### src/rtl/lsu_pkg.sv
// Shared definitions for the load/store unit: FSM states, RV32I width codes,
// and the illegal-width helper.
package lsu_pkg;

  typedef enum logic [1:0] {
    IDLE,
    READ,
    WRITE,
    RESP
  } lsu_state_t;

  localparam logic [2:0] F3_B  = 3'b000;
  localparam logic [2:0] F3_H  = 3'b001;
  localparam logic [2:0] F3_W  = 3'b010;
  localparam logic [2:0] F3_BU = 3'b100;
  localparam logic [2:0] F3_HU = 3'b101;

  // Unsigned widths have no store form, and 011/11x are not RV32I widths.
  function automatic logic f3_illegal(input logic we, input logic [2:0] f3);
    return (f3 == 3'b011) || (f3[2:1] == 2'b11) || (we && f3[2]);
  endfunction

endpackage

### src/rtl/load_store_align.sv
// Lane extraction with sign/zero extension for loads, and byte/half merging
// of store data into a previously read word.
module load_store_align
  import lsu_pkg::*;
(
  input  logic [2:0]  funct3,
  input  logic [1:0]  lane,
  input  logic [31:0] word,
  input  logic [31:0] wdata,
  output logic [31:0] load_data,
  output logic [31:0] merge_data
);

  logic [4:0]  shamt;
  logic [31:0] shifted;
  logic [7:0]  byte_v;
  logic [15:0] half_v;

  always_comb begin
    shamt   = {lane, 3'b000};
    shifted = word >> shamt;
    byte_v  = shifted[7:0];
    half_v  = lane[1] ? word[31:16] : word[15:0];

    load_data = word;
    unique case (funct3)
      F3_B:    load_data = {{24{byte_v[7]}}, byte_v};
      F3_H:    load_data = {{16{half_v[15]}}, half_v};
      F3_BU:   load_data = {24'h000000, byte_v};
      F3_HU:   load_data = {16'h0000, half_v};
      default: load_data = word;
    endcase

    merge_data = wdata;
    unique case (funct3)
      F3_B:    merge_data = (word & ~(32'h000000FF << shamt))
                          | ({24'h000000, wdata[7:0]} << shamt);
      F3_H:    merge_data = lane[1] ? {wdata[15:0], word[15:0]}
                                    : {word[31:16], wdata[15:0]};
      default: merge_data = wdata;
    endcase
  end

endmodule

### src/rtl/load_store_unit.sv
// RV32I load/store unit with a word-indexed memory port. Sub-word stores are
// read-modify-write. Define LSU_MISALIGN_TRAP_EN to report misaligned
// accesses as errors; otherwise offending low address bits are cleared.
module load_store_unit
  import lsu_pkg::*;
#(
  parameter int MEM_WORDS = 64
) (
  input  logic        clk,
  input  logic        rst_n,
  input  logic        req_valid,
  output logic        req_ready,
  input  logic        req_we,
  input  logic [2:0]  req_funct3,
  input  logic [31:0] req_addr,
  input  logic [31:0] req_wdata,
  output logic        rsp_valid,
  input  logic        rsp_ready,
  output logic [31:0] rsp_rdata,
  output logic        rsp_err,
  output logic        mem_WE,
  output logic [31:0] mem_A,
  output logic [31:0] mem_WD,
  input  logic [31:0] mem_RD
);

  localparam logic [31:0] WORDS = 32'(MEM_WORDS);

  lsu_state_t  state, state_next;
  logic        we_q, err_q;
  logic [2:0]  f3_q;
  logic [31:0] addr_q, wdata_q, data_q;

  logic        misalign_h, misalign_w, out_of_range;
  logic        req_err;
  logic [31:0] addr_eff;
  logic [31:0] align_word, load_data, merge_data;

  always_comb begin
    misalign_h   = (req_funct3[1:0] == 2'b01) && req_addr[0];
    misalign_w   = (req_funct3[1:0] == 2'b10) && (req_addr[1:0] != 2'b00);
    out_of_range = {2'b00, req_addr[31:2]} >= WORDS;
    addr_eff     = req_addr;
`ifdef LSU_MISALIGN_TRAP_EN
    req_err = f3_illegal(req_we, req_funct3) || out_of_range || misalign_h || misalign_w;
`else
    req_err = f3_illegal(req_we, req_funct3) || out_of_range;
    if (misalign_h) addr_eff[0] = 1'b0;
    if (misalign_w) addr_eff[1:0] = 2'b00;
`endif
  end

  always_ff @(posedge clk or negedge rst_n) begin
    if (!rst_n) state <= IDLE;
    else        state <= state_next;
  end

  // READ feeds the aligner straight from memory; WRITE merges into the word
  // captured during READ.
  assign align_word = (state == WRITE) ? data_q : mem_RD;

  load_store_align u_align (
    .funct3     (f3_q),
    .lane       (addr_q[1:0]),
    .word       (align_word),
    .wdata      (wdata_q),
    .load_data  (load_data),
    .merge_data (merge_data)
  );

  always_ff @(posedge clk or negedge rst_n) begin
    if (!rst_n) begin
      we_q    <= 1'b0;
      err_q   <= 1'b0;
      f3_q    <= '0;
      addr_q  <= '0;
      wdata_q <= '0;
      data_q  <= '0;
    end else begin
      if (req_valid && req_ready) begin
        we_q    <= req_we;
        err_q   <= req_err;
        f3_q    <= req_funct3;
        addr_q  <= addr_eff;
        wdata_q <= req_wdata;
      end
      if (state == READ) data_q <= we_q ? mem_RD : load_data;
    end
  end

  always_comb begin
    state_next = state;
    req_ready  = 1'b0;
    rsp_valid  = 1'b0;
    rsp_err    = 1'b0;
    rsp_rdata  = '0;
    mem_WE     = 1'b0;
    mem_A      = '0;
    mem_WD     = '0;
    unique case (state)
      IDLE: begin
        req_ready = rst_n;
        if (req_valid && rst_n) begin
          if (req_err)                  state_next = RESP;
          else if (!req_we)             state_next = READ;
          else if (req_funct3 == F3_W)  state_next = WRITE;
          else                          state_next = READ;
        end
      end
      READ: begin
        mem_A      = {2'b00, addr_q[31:2]};
        state_next = we_q ? WRITE : RESP;
      end
      WRITE: begin
        mem_A      = {2'b00, addr_q[31:2]};
        mem_WE     = 1'b1;
        mem_WD     = (f3_q == F3_W) ? wdata_q : merge_data;
        state_next = RESP;
      end
      RESP: begin
        rsp_valid = 1'b1;
        rsp_err   = err_q;
        rsp_rdata = (!we_q && !err_q) ? data_q : '0;
        if (rsp_ready) state_next = IDLE;
      end
      default: state_next = IDLE;
    endcase
  end

endmodule

### config.mk
export PLATFORM = sky130hd
export DESIGN_NAME = load_store_unit
export DESIGN_NICKNAME = d
export VERILOG_FILES = /design/src/rtl/lsu_pkg.sv /design/src/rtl/load_store_align.sv /design/src/rtl/load_store_unit.sv
export SDC_FILE = /design/constraint.sdc
export NUM_CORES = 1
export LEC_CHECK = 0
export ABC_AREA = 1
export CORE_ASPECT_RATIO = 0.8
export CORE_MARGIN = 2
export CORE_UTILIZATION = 45
export DETAILED_ROUTE_END_ITERATION = 6
export HOLD_SLACK_MARGIN = 0.08
export PLACE_DENSITY_LB_ADDON = 0.15
export SETUP_SLACK_MARGIN = 0.05
export SYNTH_ARGS = -nofsm -noshare
export SYNTH_HDL_FRONTEND = slang
export SYNTH_SLANG_ARGS = --single-unit
### constraint.sdc
create_clock -name clk -period 2.3 [get_ports clk]
set_clock_uncertainty 0.15 [all_clocks]
set_input_delay 0.46 -clock clk [delete_from_list [all_inputs] [get_ports clk]]
set_output_delay 0.46 -clock clk [all_outputs]
set_load 0.005 [all_outputs]
==> results of run 1 <==
## cell usage after synthesis, types with 7 or more instances
cell	number
sky130_fd_sc_hd__a21oi_1	60
sky130_fd_sc_hd__nand3_1	80
sky130_fd_sc_hd__inv_1	129
sky130_fd_sc_hd__nand2_1	420
sky130_fd_sc_hd__buf_6	11
sky130_fd_sc_hd__nor3_1	16
sky130_fd_sc_hd__o211ai_1	12
sky130_fd_sc_hd__o21ai_2	7
sky130_fd_sc_hd__clkbuf_1	27
sky130_fd_sc_hd__nor2_1	128
sky130_fd_sc_hd__buf_4	9
sky130_fd_sc_hd__o21ai_1	14
sky130_fd_sc_hd__dfrtp_1	103
sky130_fd_sc_hd__inv_2	10
sky130_fd_sc_hd__o21ai_0	77
sky130_fd_sc_hd__buf_2	24
sky130_fd_sc_hd__nand3_2	23
## worst max-delay path, delay by kind of cell (launching register included)
family / cells / cell delay, ns
AOI/OAI and AO/OA: 1 / 0.16
adders and majority gates: 1 / 0.25
buffers and inverters: 2 / 0.42
DFF: 1 / 0.43
and+or+nand+nor: 5 / 0.55
## state kept, by name, summed over array words and instances, names as in the netlist
| register | cells |
|---|---|
| f3_q | 3 |
| err_q | 1 |
| data_q | 32 |
| addr_q | 32 |
| we_q | 1 |
| wdata_q | 32 |
| state | 2 |
## cells by family after synthesis
kind of cell             share of synthesized area (%)
adder cells (fa/ha/maj)                          0.819
flip-flops                                        33.8
other                                           0.0491
AND/OR/NAND/NOR                                   39.3
AO/OA/AOI/OAI                                     13.7
buffers and inverters                             12.4
## metal layers
layer	global-route usage, %	vias up
met5	0	-
met4	12.1	0
met3	8.42	95
met2	49.0	567
met1	47.0	4457
li1	-	4445
## path summary, 6_finish.rpt
path | from | endpoint
hold reg to reg | addr_q[7]$_DFFE_PN0P_ | addr_q[7]$_DFFE_PN0P_
setup / recovery | state[1]$_DFFE_PN0P_ | mem_WD[8]
max in group asynchronous | rst_n | err_q$_DFFE_PN0P_
setup reg to reg | state[0]$_DFFE_PN0P_ | data_q[18]$_DFFE_PN0N_
min in group clk | addr_q[7]$_DFFE_PN0P_ | addr_q[7]$_DFFE_PN0P_
hold / removal | rst_n | addr_q[3]$_DFFE_PN0P_
## layout make-up
cell class,instances,area (µm²),share of cell area (%)
repair buffers,388,3670,29.9
clock inverters,7,66.3,0.539
inverters,140,536,4.35
multi-input cells,890,4940,40.2
clock buffers,9,225,1.83
flip-flops and latches,103,2580,21.0
well taps,220,275,2.24
## power groups by stage
stage / sequential (W) / clock, W / combinational, W
after global placement: 0.00331 / 0 / 0.0101
after floorplan: 0.00312 / 0 / 0.00592
final: 0.00347 / 0.00154 / 0.0139
after detailed placement: 0.00333 / 0 / 0.0103
after global routing: 0.00357 / 0.00163 / 0.0148
after CTS: 0.00339 / 0.00156 / 0.0123
## per-stage QoR
stage,TNS (ns),power [W],setup WS (ns),util [%]
final,-15.67,0.0189,-0.476,74.3
after floorplan,0,0.00905,0.0822,-
after CTS,-31.92,0.0172,-0.441,70.9
after detailed placement,-13.25,0.0136,-0.567,63.5
after global routing,-23.74,0.0200,-0.563,74.3
after global placement,-13.03,0.0134,-0.540,63.5
## repair_timing
item | 4_1_cts | 5_1_grt
gates cloned | 11 | 4
hold buffers | 1 | 0
endpoints found under the setup margin | 98 | 122
resized for setup | 283 | 273
buffers inserted | 28 | 42
hold endpoints to repair | 2 | 0
pin swaps | 80 | 62
## placed cells by master, fill, tap and decap left out, types with 3 or more instances in the layout
cell                                n
sky130_fd_sc_hd__buf_2             56
sky130_fd_sc_hd__nand2_4           35
sky130_fd_sc_hd__o211ai_1          12
sky130_fd_sc_hd__nor2_2            19
sky130_fd_sc_hd__clkdlybuf4s50_1  102
sky130_fd_sc_hd__clkbuf_16         13
sky130_fd_sc_hd__o21ai_4            8
sky130_fd_sc_hd__nor2_4            23
sky130_fd_sc_hd__nand3_2           28
sky130_fd_sc_hd__o21ai_1           22
sky130_fd_sc_hd__inv_2             12
sky130_fd_sc_hd__buf_16             9
sky130_fd_sc_hd__nand2_8            4
sky130_fd_sc_hd__a21oi_1           45
sky130_fd_sc_hd__nand2_2           32
sky130_fd_sc_hd__dlymetal6s2s_1    12
sky130_fd_sc_hd__a21oi_2           13
sky130_fd_sc_hd__buf_6             30
sky130_fd_sc_hd__nor2_1            95
sky130_fd_sc_hd__nand3_4            3
sky130_fd_sc_hd__a21oi_4            7
sky130_fd_sc_hd__nor3_1            15
sky130_fd_sc_hd__buf_4            121
sky130_fd_sc_hd__nand2_1          358
sky130_fd_sc_hd__inv_1            125
sky130_fd_sc_hd__nand3_1           73
sky130_fd_sc_hd__clkbuf_2          26
sky130_fd_sc_hd__a31oi_1            3
sky130_fd_sc_hd__ha_4               3
sky130_fd_sc_hd__nand4_1            5
sky130_fd_sc_hd__o21ai_0           67
sky130_fd_sc_hd__a21boi_1           6
sky130_fd_sc_hd__buf_12            18
sky130_fd_sc_hd__buf_8              8
sky130_fd_sc_hd__dfrtp_1          102
==> metrics.md, run 1 <==
| Metric | Value |
|---|---|
| Count of antenna diodes in the layout | `0` |
| Worst-path cell chain | `ha_4 > buf_12 > nand2_1 > nand2_2 > a22oi_1 > nor2_1 > nor2_1 > nor2_1 > dlygate4sd2_1` |
| Wire length on met1 | `13,200 µm` |
| Arrival @ worst endpoint | `2.17 ns` |
| Type of the worst min-delay path | `in -> async` |
| Capturing element type of the critical path | `primary output` |
| Maximum fanout count along the critical path | `5` |
| Max-slew headroom | `59.3%` |
| Hold Worst Slack | `0.0741 ns` |
| Number of global-route vias before repair | `8,602` |
| Final period util | `121%` |
| Sw frac | `48.5%` |
| Die height | `121 µm` |
| Fraction of synthesized cell area taken by the top area cell type | `33.8%` |
| Slew at the pin with the worst max-slew slack | `0.608 ns` |
| Highest signal layer in the routed design | `met4` |
| Synthesis warning total | `0` |
| Element type at the critical path start | `register` |
| Net count reported at finish | `1,641` |
| Gate count of the mapped netlist | `1,205` |
| Leakage Power | `6.59 nW` |
| Switching Power | `0.00917 W` |
| Crit Path Category | `reg -> out` |
| DRT iter0 DRCs | `1,180` |
| Deepest level of the CTS H-tree | `3` |
| Number of inserted filler cells in the final layout | `1,312` |
| Relative contribution of combinational cells to total power | `73.5%` |
| Peak supply drop | `789 µV` |
| Top cells by area in the synthesized netlist | `sky130_fd_sc_hd__dfrtp_1 (34%), sky130_fd_sc_hd__nand2_1 (21%), sky130_fd_sc_hd__inv_1 (6.3%), sky130_fd_sc_hd__nor2_1 (6.3%), sky130_fd_sc_hd__nand3_1 (5.2%)` |
| Final Setup Violations | `72` |
| Number of buffers created by CTS | `9` |
| Syn Std Cell Area | `0.00764 mm²` |
| Fmax | `360 MHz` |
| Routed Antenna Nets | `0` |
| Final instance area | `0.0123 mm²` |
| DRC viols | `0` |
| Outcome | `finished with violations` |
| Number of max-slew violations in the final report | `0` |
| Half-perimeter wire length of the detailed placement result | `19,700 µm` |
| Routed via count divided by cell count | `5.44` |
| Max-cap viol count | `0` |
| Gpl congestion | `0.961` |
| Portion of total power attributed to the clock network | `8.2%` |
| Register-to-register path setup slack | `0.01 ns` |
| Placed Cells | `1,661` |
| Sequential fraction of design power | `18.4%` |
| Most frequent cell on the critical path | `sky130_fd_sc_hd__nor2_1` |
| Maximum number of pins on one net before global-route repair | `102` |
| Post-synthesis sequential area ratio | `33.8%` |
| Number of antenna violations at the first check in global routing | `0` |
| Post-synthesis async set-or-reset flop share | `100%` |
| CTS Root Cell | `sky130_fd_sc_hd__clkbuf_16` |
| TritonCTS clock tree | `done` |
| Post-synth EDFFs | `0` |
| Amount of wire on met2 after detailed routing | `13,800 µm` |
| Clock Pin Slew Worst Setup and Hold Paths | `0.08 ns` |
| Data required time of the worst path | `1.69 ns` |
| Critical path's slowest cell | `sky130_fd_sc_hd__dfrtp_1` |
| Final Hold Violating Endpoints | `0` |
| Insertion delay to the later sink of the worst-skew pair | `0.36 ns` |
| Internal power summed over all cells | `0.00974 W` |
| Total gr overflow | `0` |
| WL met3 | `3540 µm` |
| Synthesis-stage register bit count | `103` |
| Syn-to-layout area delta | `61.1%` |
| Power density over the cells | `1540 mW/mm²` |
| Average instance area after synthesis | `6.34 µm²` |
| Largest area contributor in the netlist | `sky130_fd_sc_hd__dfrtp_1` |
| First-pass GRT wire length | `46,000 µm` |
| Routed WL | `31,700 µm` |
| Violated checks | `negative setup slack` |
| Starting utilization of the core area | `46.1%` |
| Slowest cell delay on critical path | `0.43 ns` |
| Vias after detailed routing | `9,564` |
| Final critical-path setup slack | `-0.476 ns` |
| Setup repair after global routing missed its margin | `true` |
| Overall Global Routing Usage | `33.2%` |
| Area of the die | `0.0180 mm²` |
| IO Port Bufs | `201` |
| Depth of the most critical reg-to-reg path | `15` |
| Average detailed-routed wire length per instance | `18.0 µm` |
| Post-route minimum period | `2.78 ns` |
| Std-Cell Core Area | `0.0166 mm²` |
| Share of final-layout standard cells stronger than drive strength 1 | `31.5%` |
| Filler-free cell count of the finished design | `1,757` |
| Initial DRT Pass Iterations | `7` |
| Floorplan row count | `42` |
| Count of unique library cells instantiated by Yosys | `34` |
| Clock Sinks | `103` |
| I/O pin count | `204` |
| Most used DFF post-synth | `sky130_fd_sc_hd__dfrtp_1` |
| Max Buffers Root-to-Sink | `2` |
| DIE WIDTH | `150 µm` |
| DP Area | `0.0105 mm²` |
Power figures use the tool's default switching activity.
==> inputs of run 2 (changes only) <==
--- a/config.mk
+++ b/config.mk
@@ -6,11 +6,12 @@
 export NUM_CORES = 1
 export LEC_CHECK = 0
 export ABC_AREA = 1
+export CAP_MARGIN = 20
 export CORE_ASPECT_RATIO = 0.8
 export CORE_MARGIN = 2
 export CORE_UTILIZATION = 45
 export DETAILED_ROUTE_END_ITERATION = 6
-export HOLD_SLACK_MARGIN = 0.08
+export HOLD_SLACK_MARGIN = 0.03
 export PLACE_DENSITY_LB_ADDON = 0.15
 export SETUP_SLACK_MARGIN = 0.05
 export SYNTH_ARGS = -nofsm -noshare
==> results of run 2 <==
No change in the layout: final DEF, timing and power equal those of run 1.
